$ cat config.mk
export PLATFORM = sky130hd
export DESIGN_NAME = multi_arb
export DESIGN_NICKNAME = d
export VERILOG_FILES = /design/src/rtl/multi_arb.sv
export SDC_FILE = /design/constraint.sdc
export NUM_CORES = 1
export LEC_CHECK = 0
export BUFFER_PORTS_ARGS = -buffer_cell sky130_fd_sc_hd__buf_2
export CAP_MARGIN = 20
export CORE_UTILIZATION = 50
export CTS_CLUSTER_SIZE = 12
export DETAILED_ROUTE_END_ITERATION = 8
export GPL_ROUTABILITY_DRIVEN = 0
export PLACE_DENSITY = 0.84
export REMOVE_ABC_BUFFERS = 1
export SKIP_CTS_REPAIR_TIMING = 1
export SKIP_LAST_GASP = 1
export SLEW_MARGIN = 20
export SYNTH_ARGS = -nofsm -noshare
export SYNTH_HDL_FRONTEND = slang
export SYNTH_SLANG_ARGS = --single-unit
$ cat constraint.sdc
create_clock -name clk -period 3.5 [get_ports clk]
set_input_delay 0.175 -clock clk [delete_from_list [all_inputs] [get_ports clk]]
set_output_delay 0.175 -clock clk [all_outputs]
set_load 0.1 [all_outputs]
$ cat src/rtl/multi_arb.sv
// -----------------------------------------------------------------------------
// multi_arb -- round-robin arbiter that shares one multiplier core between
// NREQ requesters. One transaction is in flight at a time:
//   IDLE  -> pick a winner, pulse req_ready, latch operands
//   ISSUE -> hold m_valid/m_a/m_b until the core accepts (m_ready)
//   WAIT  -> wait for m_o_valid, capture m_product
//   RESP  -> pulse rsp_valid to the winner, advance the round-robin pointer
//
// Parameters
//   WIDTH  operand width of the core (1..16)
//   NREQ   number of requesters (2..4)
//
// Ports
//   clk, rst               clock, synchronous active-high reset
//   req_valid/req_a/req_b  per-requester request, operands packed i*WIDTH
//   req_ready              one-hot accept pulse
//   rsp_valid/rsp_data     one-hot result pulse and product (held between)
//   m_valid/m_a/m_b/m_ready      request channel to the core
//   m_o_valid/m_product          result channel from the core
//   busy                   high whenever the FSM is not in IDLE
//   gnt_id                 index of the current or last winner
//   timeout                (MULTI_ARB_TIMEOUT_EN only) watchdog abort pulse
//
// Build option
//   MULTI_ARB_TIMEOUT_EN   adds a watchdog over ISSUE/WAIT that aborts the
//                          transaction after 2*WIDTH+4 cycles in one state.
// -----------------------------------------------------------------------------
module multi_arb #(
    parameter int WIDTH = 4,
    parameter int NREQ  = 2
) (
    input  logic                  clk,
    input  logic                  rst,
    input  logic [NREQ-1:0]       req_valid,
    input  logic [NREQ*WIDTH-1:0] req_a,
    input  logic [NREQ*WIDTH-1:0] req_b,
    output logic [NREQ-1:0]       req_ready,
    output logic [NREQ-1:0]       rsp_valid,
    output logic [2*WIDTH-1:0]    rsp_data,
    output logic                  m_valid,
    output logic [WIDTH-1:0]      m_a,
    output logic [WIDTH-1:0]      m_b,
    input  logic                  m_ready,
    input  logic                  m_o_valid,
    input  logic [2*WIDTH-1:0]    m_product,
    output logic                  busy,
`ifdef MULTI_ARB_TIMEOUT_EN
    output logic                  timeout,
`endif
    output logic [1:0]            gnt_id
);

    typedef enum logic [1:0] {IDLE, ISSUE, WAIT, RESP} state_t;

    state_t     state;
    logic [1:0] rr_ptr;
    logic       any_req;
    logic [1:0] win;
    int         idx;

`ifdef MULTI_ARB_TIMEOUT_EN
    localparam int TO_LIMIT = 2*WIDTH + 4;
    localparam int CW       = $clog2(TO_LIMIT);
    logic [CW-1:0] wd_cnt;
`endif

    // Pointer to the requester after id, wrapping at NREQ.
    function automatic logic [1:0] next_ptr(input logic [1:0] id);
        return (int'(id) == NREQ-1) ? 2'd0 : id + 2'd1;
    endfunction

    // Round-robin scan: first valid requester at or after rr_ptr wins.
    // NOTE: every signal assigned here gets a default first so no latch is inferred.
    always_comb begin
        any_req = 1'b0;
        win     = rr_ptr;
        idx     = 0;
        for (int k = 0; k < NREQ; k++) begin
            idx = int'(rr_ptr) + k;
            if (idx >= NREQ) idx = idx - NREQ;
            if (!any_req && req_valid[idx]) begin
                any_req = 1'b1;
                win     = 2'(idx);
            end
        end
    end

    assign busy = (state != IDLE);

    // NOTE: state is updated with non-blocking assignments so every register samples pre-edge values.
    always_ff @(posedge clk) begin
        if (rst) begin
            state     <= IDLE;
            rr_ptr    <= 2'd0;
            gnt_id    <= 2'd0;
            m_valid   <= 1'b0;
            m_a       <= '0;
            m_b       <= '0;
            rsp_data  <= '0;
            req_ready <= '0;
            rsp_valid <= '0;
`ifdef MULTI_ARB_TIMEOUT_EN
            timeout   <= 1'b0;
            wd_cnt    <= '0;
`endif
        end else begin
            // Pulses are high for one cycle only.
            req_ready <= '0;
            rsp_valid <= '0;
`ifdef MULTI_ARB_TIMEOUT_EN
            timeout   <= 1'b0;
            wd_cnt    <= (state == ISSUE || state == WAIT) ? wd_cnt + 1'b1 : '0;
`endif
            case (state)
                IDLE: begin
                    if (any_req) begin
                        req_ready <= NREQ'(1) << win;
                        m_a       <= req_a[int'(win)*WIDTH +: WIDTH];
                        m_b       <= req_b[int'(win)*WIDTH +: WIDTH];
                        gnt_id    <= win;
                        m_valid   <= 1'b1;
                        state     <= ISSUE;
`ifdef MULTI_ARB_TIMEOUT_EN
                        wd_cnt    <= '0;
`endif
                    end
                end
                ISSUE: begin
                    // m_valid is registered high here, so m_ready alone marks acceptance.
                    if (m_ready) begin
                        m_valid <= 1'b0;
                        state   <= WAIT;
`ifdef MULTI_ARB_TIMEOUT_EN
                        wd_cnt  <= '0;
`endif
                    end
                end
                WAIT: begin
                    if (m_o_valid) begin
                        rsp_data  <= m_product;
                        rsp_valid <= NREQ'(1) << gnt_id;
                        state     <= RESP;
`ifdef MULTI_ARB_TIMEOUT_EN
                        wd_cnt    <= '0;
`endif
                    end
                end
                RESP: begin
                    rr_ptr <= next_ptr(gnt_id);
                    state  <= IDLE;
                end
                default: state <= IDLE;
            endcase
`ifdef MULTI_ARB_TIMEOUT_EN
            // Watchdog abort overrides any normal transition taken this cycle.
            if ((state == ISSUE || state == WAIT) && wd_cnt == CW'(TO_LIMIT-1)) begin
                timeout   <= 1'b1;
                m_valid   <= 1'b0;
                rsp_valid <= '0;
                rr_ptr    <= next_ptr(gnt_id);
                state     <= IDLE;
                wd_cnt    <= '0;
            end
`endif
        end
    end

endmodule

==> reports/qor.txt, run 1 <==
detailed-route wire length - 2960 um
hold_ws - 80.2 ps
root buffer cell - clkbuf_4
Mapped Area - 1300 um2
share of cells above drive strength 1 - 29.8%
crit-path max FO - 6
clock latency at the later pin of the worst-skew pair - 310 ps
via count - 1284
DR DRC count - 0
CTS tree - done
PortBufs - 53
initial DRC count - 43
maxcap violations - 0
die height - 53.0 um
H-tree depth - 1
vias in the first global route - 1062
Placement Setup Slack - 1910 ps
Final TNS setup - 0 ps
Synth area leaders - dfxtp_1 42%, o41ai_1 5.4%, a211oi_1 5.2%, nand3b_1 5.2%, ha_1 4.8%
commonest cells in the netlist - 27 x dfxtp_1, 13 x nor2_1, 12 x nand2_1, 11 x a21oi_1
Slowest cell on crit path - buf_2
peak supply drop - 530 uV
Cells after Synth - 153
Slew headroom - 54.6%
YS warnings - 0
leak pwr - 0.686 nW
initial antenna violation count - 0
Pre-antenna DRT Iters - 4
Avg Cell Area, Syn - 8.50 um2
Boundary Pins - 54
largest area contributor in the netlist - dfxtp_1
max incr delay on CP - 420 ps
CTS Buf Count - 3
Starting Density - 52.5%
Worst Hold Class - in2reg
final hold violations - 0
Clock Tree Buf Depth - 2
Placeable Area - 2480 um2
die area - 2810 um2
all-layer global routing usage - 21.8%
Pins Over Slew Limit - 0
Clk pin slew, worst setup/hold paths - 130 ps
antenna cells - 0
setup ws final - 1770 ps
Worst Tran Pin Value - 677 ps
NumNets Final - 234
main flop type after synthesis - dfxtp_1
first-pass GRT wire length - 4600 um
Power per Cell Area - 799 nW/um2
crit end category - output pin
cell area after layout - 1570 um2
most used cell, CP - inv_1
share of the synthesized area in the top cell type - 41.5%
Top delay family on crit path - buffers and inverters
crit-path cells - inv_1, ha_1, inv_1, buf_2
FMAX - 576 MHz
Final Skew - 0.795 ps
HP Start - m_ready
cell with the most instances after synthesis - dfxtp_1
Post-Place Cell Area - 1540 um2
area growth from synthesis to layout - 20.4%
largest net degree at the start of global routing - 28
Startpoint Class - flip-flop
CP bufs+invs - 3
register area share after synthesis - 41.5%
Setup CP Type - reg2out
Data arrival, critical path - 1560 ps
clock sink total - 27
Pwr Total - 0.00125 W
post-route clock period utilization - 49.6%
Core Rows - 18
CP Data Required Time - 3320 ps
fill count - 232
die span in x - 53.0 um
post-layout min period - 1730 ps
total grt overflow - 0
status - finished, final reports clean
setup violators final - 0
FFs w/ async S/R, synth - 0%
unrepaired setup endpoints after global routing - false
number of vias per cell - 5.63
count of cell types in the netlist - 30
Synth Register Bits - 27
final HPWL from detailed placement - 2200 um
EDFF count, synth - 0
Routed Antenna Nets - 0
CP startpoint - state[0]
DR WL/cell - 13.0 um
RR Startpoint - state[0]
## report_power, final
| group | internal, W | switching [W] | total [W] |
|---|---|---|---|
| Clock | 0.0000444 | 0.0000822 | 0.000127 |
| Sequential | 0.000366 | 0.0000419 | 0.000408 |
| Combinational | 0.000146 | 0.000571 | 0.000717 |
| Total | 0.000557 | 0.000695 | 0.00125 |
## cell families after synthesis
group	share of synthesized area [%]
buffers and inverters	6.63
DFF	41.5
muxes	0.769
adders and majority gates	4.81
and+or+nand+nor	26.0
AOI/OAI and AO/OA	20.3
## worst reg2reg max path, delay by kind of cell (launching register included)
kind,cells,cell delay (ps)
adder cells (fa/ha/maj),1,340
AO/OA/AOI/OAI,1,490
multiplexers,1,240
flip-flops,1,410
buffers and inverters,1,100
## sequential cells by signal, indices dropped and copies added, names as in the netlist
| register | count |
|---|---|
| m_valid | 1 |
| rsp_data | 8 |
| m_b | 4 |
| state | 2 |
| req_ready | 2 |
| rr_ptr | 2 |
| m_a | 4 |
| rsp_valid | 2 |
| gnt_id | 2 |
## through the flow
step           util [%]  std cells
2_1_floorplan         -        141
3_3_place_gp       62.2        224
3_5_place_dp       62.2        224
4_1_cts            63.2        228
5_1_grt            63.2        228
6_report           63.2        228
## final cells by class
type                       count  area [um2]  area share (%)
tap                           30        37.5            2.40
multi-input combinational    108         674            43.1
clock buffer                   4        26.3            1.68
inverter                       6        22.5            1.44
sequential                    27         541            34.5
timing repair buffer          53         265            16.9
## path summary, 6_finish.rpt
check	slack, ps	cells after the start	end
worst max register to register	1870	4	state[1]
worst min-delay path	80	2	m_valid
worst min register to register	470	2	rsp_data[0]
worst max-delay path	1770	4	busy
## cell usage in the layout (no fill, tap or decap)
cell and instances:
a31oi_1 1, a222oi_1 1, a211oi_1 9, o21ai_1 1, o41ai_1 8, a32oi_1 1
o21a_1 1, nor4b_1 1, nand3_1 8, nor4_1 1, clkbuf_4 3, a21boi_2 1
dfxtp_1 27, nand3b_1 9, nor2_1 13, inv_1 6, nor3_1 8, ha_1 5
clkbuf_1 1, a311oi_1 1, o21ai_0 1, mux2i_1 1, a21oi_1 11, o21ai_2 1
nor2b_1 4, buf_2 53, nand4_1 1, nand2b_1 7, or2_2 1, nand2_1 12
## per-layer routing
layer | wire length (um) | vias up | GRT usage, %
li1 | - | 639 | -
met1 | 1300 | 600 | 27.9
met2 | 1500 | 43 | 37.8
met3 | 156 | 2 | 3.45
met4 | 12 | 0 | 5.26
met5 | 0 | - | 0
No activity file was read; power rests on OpenSTA's default activity.
==> inputs of run 2 (changes only) <==
--- a/config.mk
+++ b/config.mk
@@ -5,13 +5,14 @@
 export SDC_FILE = /design/constraint.sdc
 export NUM_CORES = 1
 export LEC_CHECK = 0
+export ABC_AREA = 1
 export BUFFER_PORTS_ARGS = -buffer_cell sky130_fd_sc_hd__buf_2
 export CAP_MARGIN = 20
-export CORE_UTILIZATION = 50
+export CORE_UTILIZATION = 46
 export CTS_CLUSTER_SIZE = 12
 export DETAILED_ROUTE_END_ITERATION = 8
 export GPL_ROUTABILITY_DRIVEN = 0
-export PLACE_DENSITY = 0.84
+export PLACE_DENSITY = 0.79
 export REMOVE_ABC_BUFFERS = 1
 export SKIP_CTS_REPAIR_TIMING = 1
 export SKIP_LAST_GASP = 1
==> constraint.sdc (replaced) <==
create_clock -name clk -period 1.6 [get_ports clk]
set_input_delay 0.08 -clock clk [delete_from_list [all_inputs] [get_ports clk]]
set_output_delay 0.08 -clock clk [all_outputs]
set_load 0.1 [all_outputs]
==> reports/qor.txt, run 2 <==
status - finished, final reports clean
Placeable Area - 2520 um2 (+1.8%)
most used cell, CP - inv_1
largest net degree at the start of global routing - 22 (-21%)
total grt overflow - 0 (unchanged)
Post-Place Cell Area - 1550 um2 (+0.32%)
initial antenna violation count - 0 (unchanged)
post-route clock period utilization - 92.4%
leak pwr - 0.883 nW (+29%)
clock sink total - 27 (unchanged)
Cells after Synth - 174 (+14%)
YS warnings - 0 (unchanged)
clock latency at the later pin of the worst-skew pair - 310 ps (about the same)
Top delay family on crit path - buffers and inverters
final HPWL from detailed placement - 1970 um (-10%)
vias in the first global route - 1074 (+1.1%)
cell area after layout - 1590 um2 (+1.8%)
Worst Hold Class - in2reg
Data arrival, critical path - 1400 ps (-160 ps)
detailed-route wire length - 2500 um (-16%)
largest area contributor in the netlist - dfxtp_1
fill count - 247 (+6.5%)
number of vias per cell - 4.68 (-17%)
Startpoint Class - flip-flop
CP Data Required Time - 1520 ps (-1800 ps)
main flop type after synthesis - dfxtp_1
Avg Cell Area, Syn - 7.14 um2 (-16%)
DR DRC count - 0 (unchanged)
die area - 2910 um2 (+3.6%)
register area share after synthesis - 43.5% (+2.0 points)
multi-input gate area in the final layout - 604 um2 (-10%)
crit-path cells - inv_1, ha_1, inv_1, buf_4
Core Rows - 18 (unchanged)
Largest regs - rsp_data x8, m_a x4, m_b x4
Boundary Pins - 54 (unchanged)
die span in x - 54.0 um (+1.8%)
Mapped Area - 1240 um2 (-4.5%)
final hold violations - 0 (unchanged)
M1 GR Usage - 24.0% (-3.9 points)
peak supply drop - 1610 uV (+200%)
Routed Antenna Nets - 0 (unchanged)
Cells after DPL - 255 (+14%)
max reg flops - 8 (unchanged)
Global Route met3 Usage - 4.24% (+0.79 points)
commonest cells in the netlist - 48 x nand2_1, 27 x dfxtp_1, 27 x nor2_1, 21 x nand3_1, 15 x inv_1
FMAX - 676 MHz
Final Skew - 4.08 ps (+3.29 ps)
GRT met2 Usage - 35.8% (-2.0 points)
Post-Layout Cell Count - 261 (+14%)
reg2reg path depth - 6 (+2)
CTS tree - done
max incr delay on CP - 390 ps (-30 ps)
Setup CP Type - reg2out
Synth area leaders - dfxtp_1 44%, nand2_1 15%, nand3_1 8.5%, nor2_1 8.2%, ha_1 5.0%
PortBufs - 53 (unchanged)
EDFF count, synth - 0 (unchanged)
Starting Density - 49.3% (-3.3 points)
Worst Tran Pin Value - 491 ps (-186 ps)
clock group share of total power - 9.1% (-1.0 points)
FFs w/ async S/R, synth - 0% (unchanged)
setup violators final - 0 (unchanged)
area growth from synthesis to layout - 28.3%
maxcap violations - 0 (unchanged)
share of cells above drive strength 1 - 30.3% (+0.51 points)
initial DRC count - 12 (-72%)
die height - 54.0 um (+1.8%)
NumNets Final - 267 (+14%)
CP bufs+invs - 3 (unchanged)
GRT busiest layer - met2
Power per Cell Area - 1990 nW/um2 (+150%)
commonest non-fill, non-tap cells in the layout - 52 x buf_2, 48 x nand2_1, 27 x nor2_1, 27 x dfxtp_1, 21 x nand3_1
Most flops, register - rsp_data
Pre-antenna DRT Iters - 4 (unchanged)
CTS Buf Count - 3 (unchanged)
crit end category - output pin
post-layout min period - 1480 ps
Pins Over Slew Limit - 0 (unchanged)
Slowest cell on crit path - dfxtp_1
Slew headroom - 67.5% (+13 points)
via count - 1221 (-4.9%)
most common cell after layout, fill and taps aside - buf_2
Flop pwr share - 29.2% (-3.4 points)
Clock Tree Buf Depth - 2 (unchanged)
sw frac - 58.8% (+3.3 points)
DR WL/cell - 9.57 um (-26%)
Clk pin slew, worst setup/hold paths - 140 ps (about the same)
share of the synthesized area in the top cell type - 43.5% (+2.0 points)
Hold Crit Depth - 3 (+1)
Comb power frac - 61.8% (+4.5 points)
switching power - 0.00186 W (+170%)
first-pass GRT wire length - 4290 um (-6.6%)
unrepaired setup endpoints after global routing - false
internal power - 0.00131 W (+130%)
count of cell types in the netlist - 21 (-30%)
all-layer global routing usage - 20.0% (-1.8 points)
Synth Register Bits - 27 (unchanged)
cell with the most instances after synthesis - nand2_1
root buffer cell - clkbuf_4
total stage count of the critical path - 4 (unchanged)
crit-path max FO - 4 (-2)
final core utilization - 63.2% (about the same)
antenna cells - 0 (unchanged)
H-tree depth - 1 (unchanged)
sequential cell area - 541 um2 (unchanged)
run 2: changes by cell type in the layout (fill, tap and decap cells not counted), moves of 8 or more:
cell / previous run / this run
nand2_1: 12 / 48
o41ai_1: 8 / 0
nor2_1: 13 / 27
nand3b_1: 9 / 0
nand3_1: 8 / 21
inv_1: 6 / 15
a211oi_1: 9 / 0
nor3_1: 8 / 0
run 2: cell families after synthesis:
logic type,after synthesis,share of synthesized area [%]
buffers and inverters,22,7.85
flip-flops,27,43.5
adder cells (fa/ha/maj),5,5.04
AO/OA/AOI/OAI,14,5.94
AND/OR/NAND/NOR,106,37.7
run 2: worst paths after layout:
check / from / slack, ps / end
worst max-delay path: state[0] / 120 / busy
worst min-delay path: m_product[0] / 9 / rsp_data[0]
worst max register to register: state[0] / 270 / rsp_data[7]
worst min register to register: m_valid / 450 / m_valid
run 2: area by class of cell:
type	instances	share of cell area (%)
repair buffers	57	19.8
well taps	30	2.35
inverters	18	4.40
clock buffers	4	1.65
multi-input cells	125	37.9
flip-flops and latches	27	33.9
run 2: power by group through the flow:
stage               registers, W  clock network (W)  logic (W)
floorplan                0.00189                  0   0.000686
global placement        0.000940                  0    0.00194
detailed placement      0.000940                  0    0.00196
CTS                     0.000927           0.000301    0.00196
global route            0.000952           0.000336    0.00209
finish                  0.000925           0.000288    0.00196
run 2: through the flow:
stage	total power, W	hold WS [ps]	worst slack (ps)	TNS [ps]
detailed placement	0.00290	291	258	0
finish	0.00317	9.41	122	0
floorplan	0.00257	149	185	0
global route	0.00338	5.54	4.63	0
CTS	0.00319	-64.2	-34.0	-34.0
global placement	0.00288	289	348	0
run 2: per-layer routing:
metal | part of all wire [%] | vias to the layer above
met3 | 8.2 | 2
met1 | 47 | 514
met5 | 0 | -
li1 | - | 657
met2 | 45 | 48
met4 | 0.52 | 0
run 2: worst reg2reg max path: stages (launching register included):
cell and delay [ps]:
dfxtp_1 390, inv_1 100, ha_1 230, nand2_1 90
clkinv_1 220, nor2_1 160, nor2_1 60
==> inputs of run 3 (changes only) <==
--- a/config.mk
+++ b/config.mk
@@ -8,6 +8,7 @@
 export ABC_AREA = 1
 export BUFFER_PORTS_ARGS = -buffer_cell sky130_fd_sc_hd__buf_2
 export CAP_MARGIN = 20
+export CORE_MARGIN = 2
 export CORE_UTILIZATION = 46
 export CTS_CLUSTER_SIZE = 12
 export DETAILED_ROUTE_END_ITERATION = 8
==> reports/qor.txt, run 3 (synthesis results as in run 2) <==
crit end category - output pin
Top delay family on crit path - buffers and inverters
leak pwr - 0.895 nW (+1.3%)
CTS Buf Count - 3 (unchanged)
fill count - 248 (+0.40%)
number of vias per cell - 4.63 (-0.94%)
most used cell, CP - inv_1
via count - 1228 (+0.57%)
vias in the first global route - 1081 (+0.65%)
Clk pin slew, worst setup/hold paths - 150 ps (about the same)
largest net degree at the start of global routing - 31 (+41%)
final core utilization - 64.3% (+1.1 points)
area growth from synthesis to layout - 30.5%
post-route clock period utilization - 94.4% (+2.0 points)
Most flops, register - rsp_data
Worst Hold Class - in2reg
final HPWL from detailed placement - 1940 um (-1.3%)
Slew headroom - 67.3% (-0.26 points)
die span in x - 56.0 um (+3.7%)
Setup CP Type - reg2out
Placeable Area - 2520 um2 (unchanged)
antenna cells - 0 (unchanged)
Final Skew - 9.26 ps (+5.18 ps)
Pwr Total - 0.00318 W (+0.25%)
commonest non-fill, non-tap cells in the layout - 52 x buf_2, 48 x nand2_1, 27 x nor2_1, 27 x dfxtp_1, 21 x nand3_1
Pins Over Slew Limit - 0 (unchanged)
Boundary Pins - 54 (unchanged)
CP bufs+invs - 3 (unchanged)
DR DRC count - 0 (unchanged)
die height - 56.0 um (+3.7%)
Clock Tree Buf Depth - 2 (unchanged)
all-layer global routing usage - 16.8% (-3.2 points)
share of cells above drive strength 1 - 29.8% (-0.52 points)
Final TNS setup - 0 ps (unchanged)
clock latency at the later pin of the worst-skew pair - 320 ps (about the same)
Worst Tran Pin Value - 495 ps (+3.89 ps)
Pre-antenna DRT Iters - 4 (unchanged)
NumNets Final - 271 (+1.5%)
status - finished with violations
setup violators final - 0 (unchanged)
CP Data Required Time - 1520 ps (about the same)
total grt overflow - 0 (unchanged)
detailed-route wire length - 2610 um (+4.6%)
final hold violations - 1 (+1)
Startpoint Class - flip-flop
die area - 3130 um2 (+7.5%)
initial DRC count - 19 (+7)
failing checks - negative hold slack
Core Rows - 18 (unchanged)
post-layout min period - 1510 ps (+32.7 ps)
max incr delay on CP - 390 ps (about the same)
crit-path max FO - 4 (unchanged)
initial antenna violation count - 0 (unchanged)
Power per Cell Area - 1960 nW/um2 (-1.4%)
H-tree depth - 1 (unchanged)
maxcap violations - 0 (unchanged)
FMAX - 662 MHz (-2.2%)
Routed Antenna Nets - 0 (unchanged)
hold_ws - -4.59 ps (-14.0 ps)
clock sink total - 27 (unchanged)
first-pass GRT wire length - 4330 um (+0.82%)
crit-path cells - inv_1, ha_1, inv_1, clkbuf_4
Slowest cell on crit path - dfxtp_1
max reg flops - 8 (unchanged)
Data arrival, critical path - 1430 ps (+30 ps)
peak supply drop - 1490 uV (-7.5%)
Starting Density - 49.3% (unchanged)
CTS tree - done
Largest regs - rsp_data x8, m_a x4, m_b x4
DR WL/cell - 9.86 um (+3.0%)
most common cell after layout, fill and taps aside - buf_2
root buffer cell - clkbuf_4
PortBufs - 53 (unchanged)
==> run 3: cell count changes in the layout (fill, tap and decap cells not counted), sizes merged <==
| cell | change |
|---|---|
| buf | -1 |
| dlygate4sd3 | +4 |
| clkbuf | +1 |
==> run 3: final timing paths <==
path | depth (start not counted) | slack (ps) | endpoint | from
worst max-delay path | 4 | 90 | busy | state[0]
worst min-delay path | 3 | -5 | rsp_data[2] | m_product[2]
worst max register to register | 6 | 290 | rsp_data[0] | state[0]
worst min register to register | 2 | 460 | m_valid | m_valid
==> run 3: final cells by class <==
class,instances,area [um2],share of cell area [%]
repair buffers,61,343,21.1
well taps,30,37.5,2.31
inverters,18,70.1,4.32
flip-flops and latches,27,541,33.3
multi-input cells,125,604,37.3
clock buffers,4,26.3,1.62
==> run 3: power breakdown <==
part | leakage, nW | internal, W | switching [W] | total, W
Sequential | 0.221 | 0.000833 | 0.0000921 | 0.000925
Clock | 0.0150 | 0.0000975 | 0.000196 | 0.000293
Combinational | 0.659 | 0.000378 | 0.00158 | 0.00196
==> run 3: through the flow <==
| step | worst slack [ps] | cells | hold slack [ps] | instance area, um2 |
|---|---|---|---|---|
| after floorplan | 185 | 170 | 149 | 1210 |
| after global placement | 337 | 255 | 304 | 1530 |
| after detailed placement | 281 | 255 | 298 | 1530 |
| after CTS | -26.0 | 259 | -57.7 | 1560 |
| after global routing | -12.0 | 265 | 23.6 | 1620 |
| final | 88.9 | 265 | -4.59 | 1620 |
==> run 3: tightest hold or removal path: cells and delay by family <==
family / cells / cell delay [ps]
AOI/OAI and AO/OA: 1 / 70
buffers and inverters: 1 / 70
and+or+nand+nor: 1 / 70
==> run 3: metal layers <==
| layer | wire length (um) | vias up | track usage [%] |
|---|---|---|---|
| li1 | - | 664 | - |
| met1 | 1150 | 520 | 19.8 |
| met2 | 1250 | 42 | 28.7 |
| met3 | 201 | 2 | 5.12 |
| met4 | 12 | 0 | 6.12 |
| met5 | 0 | - | 0 |
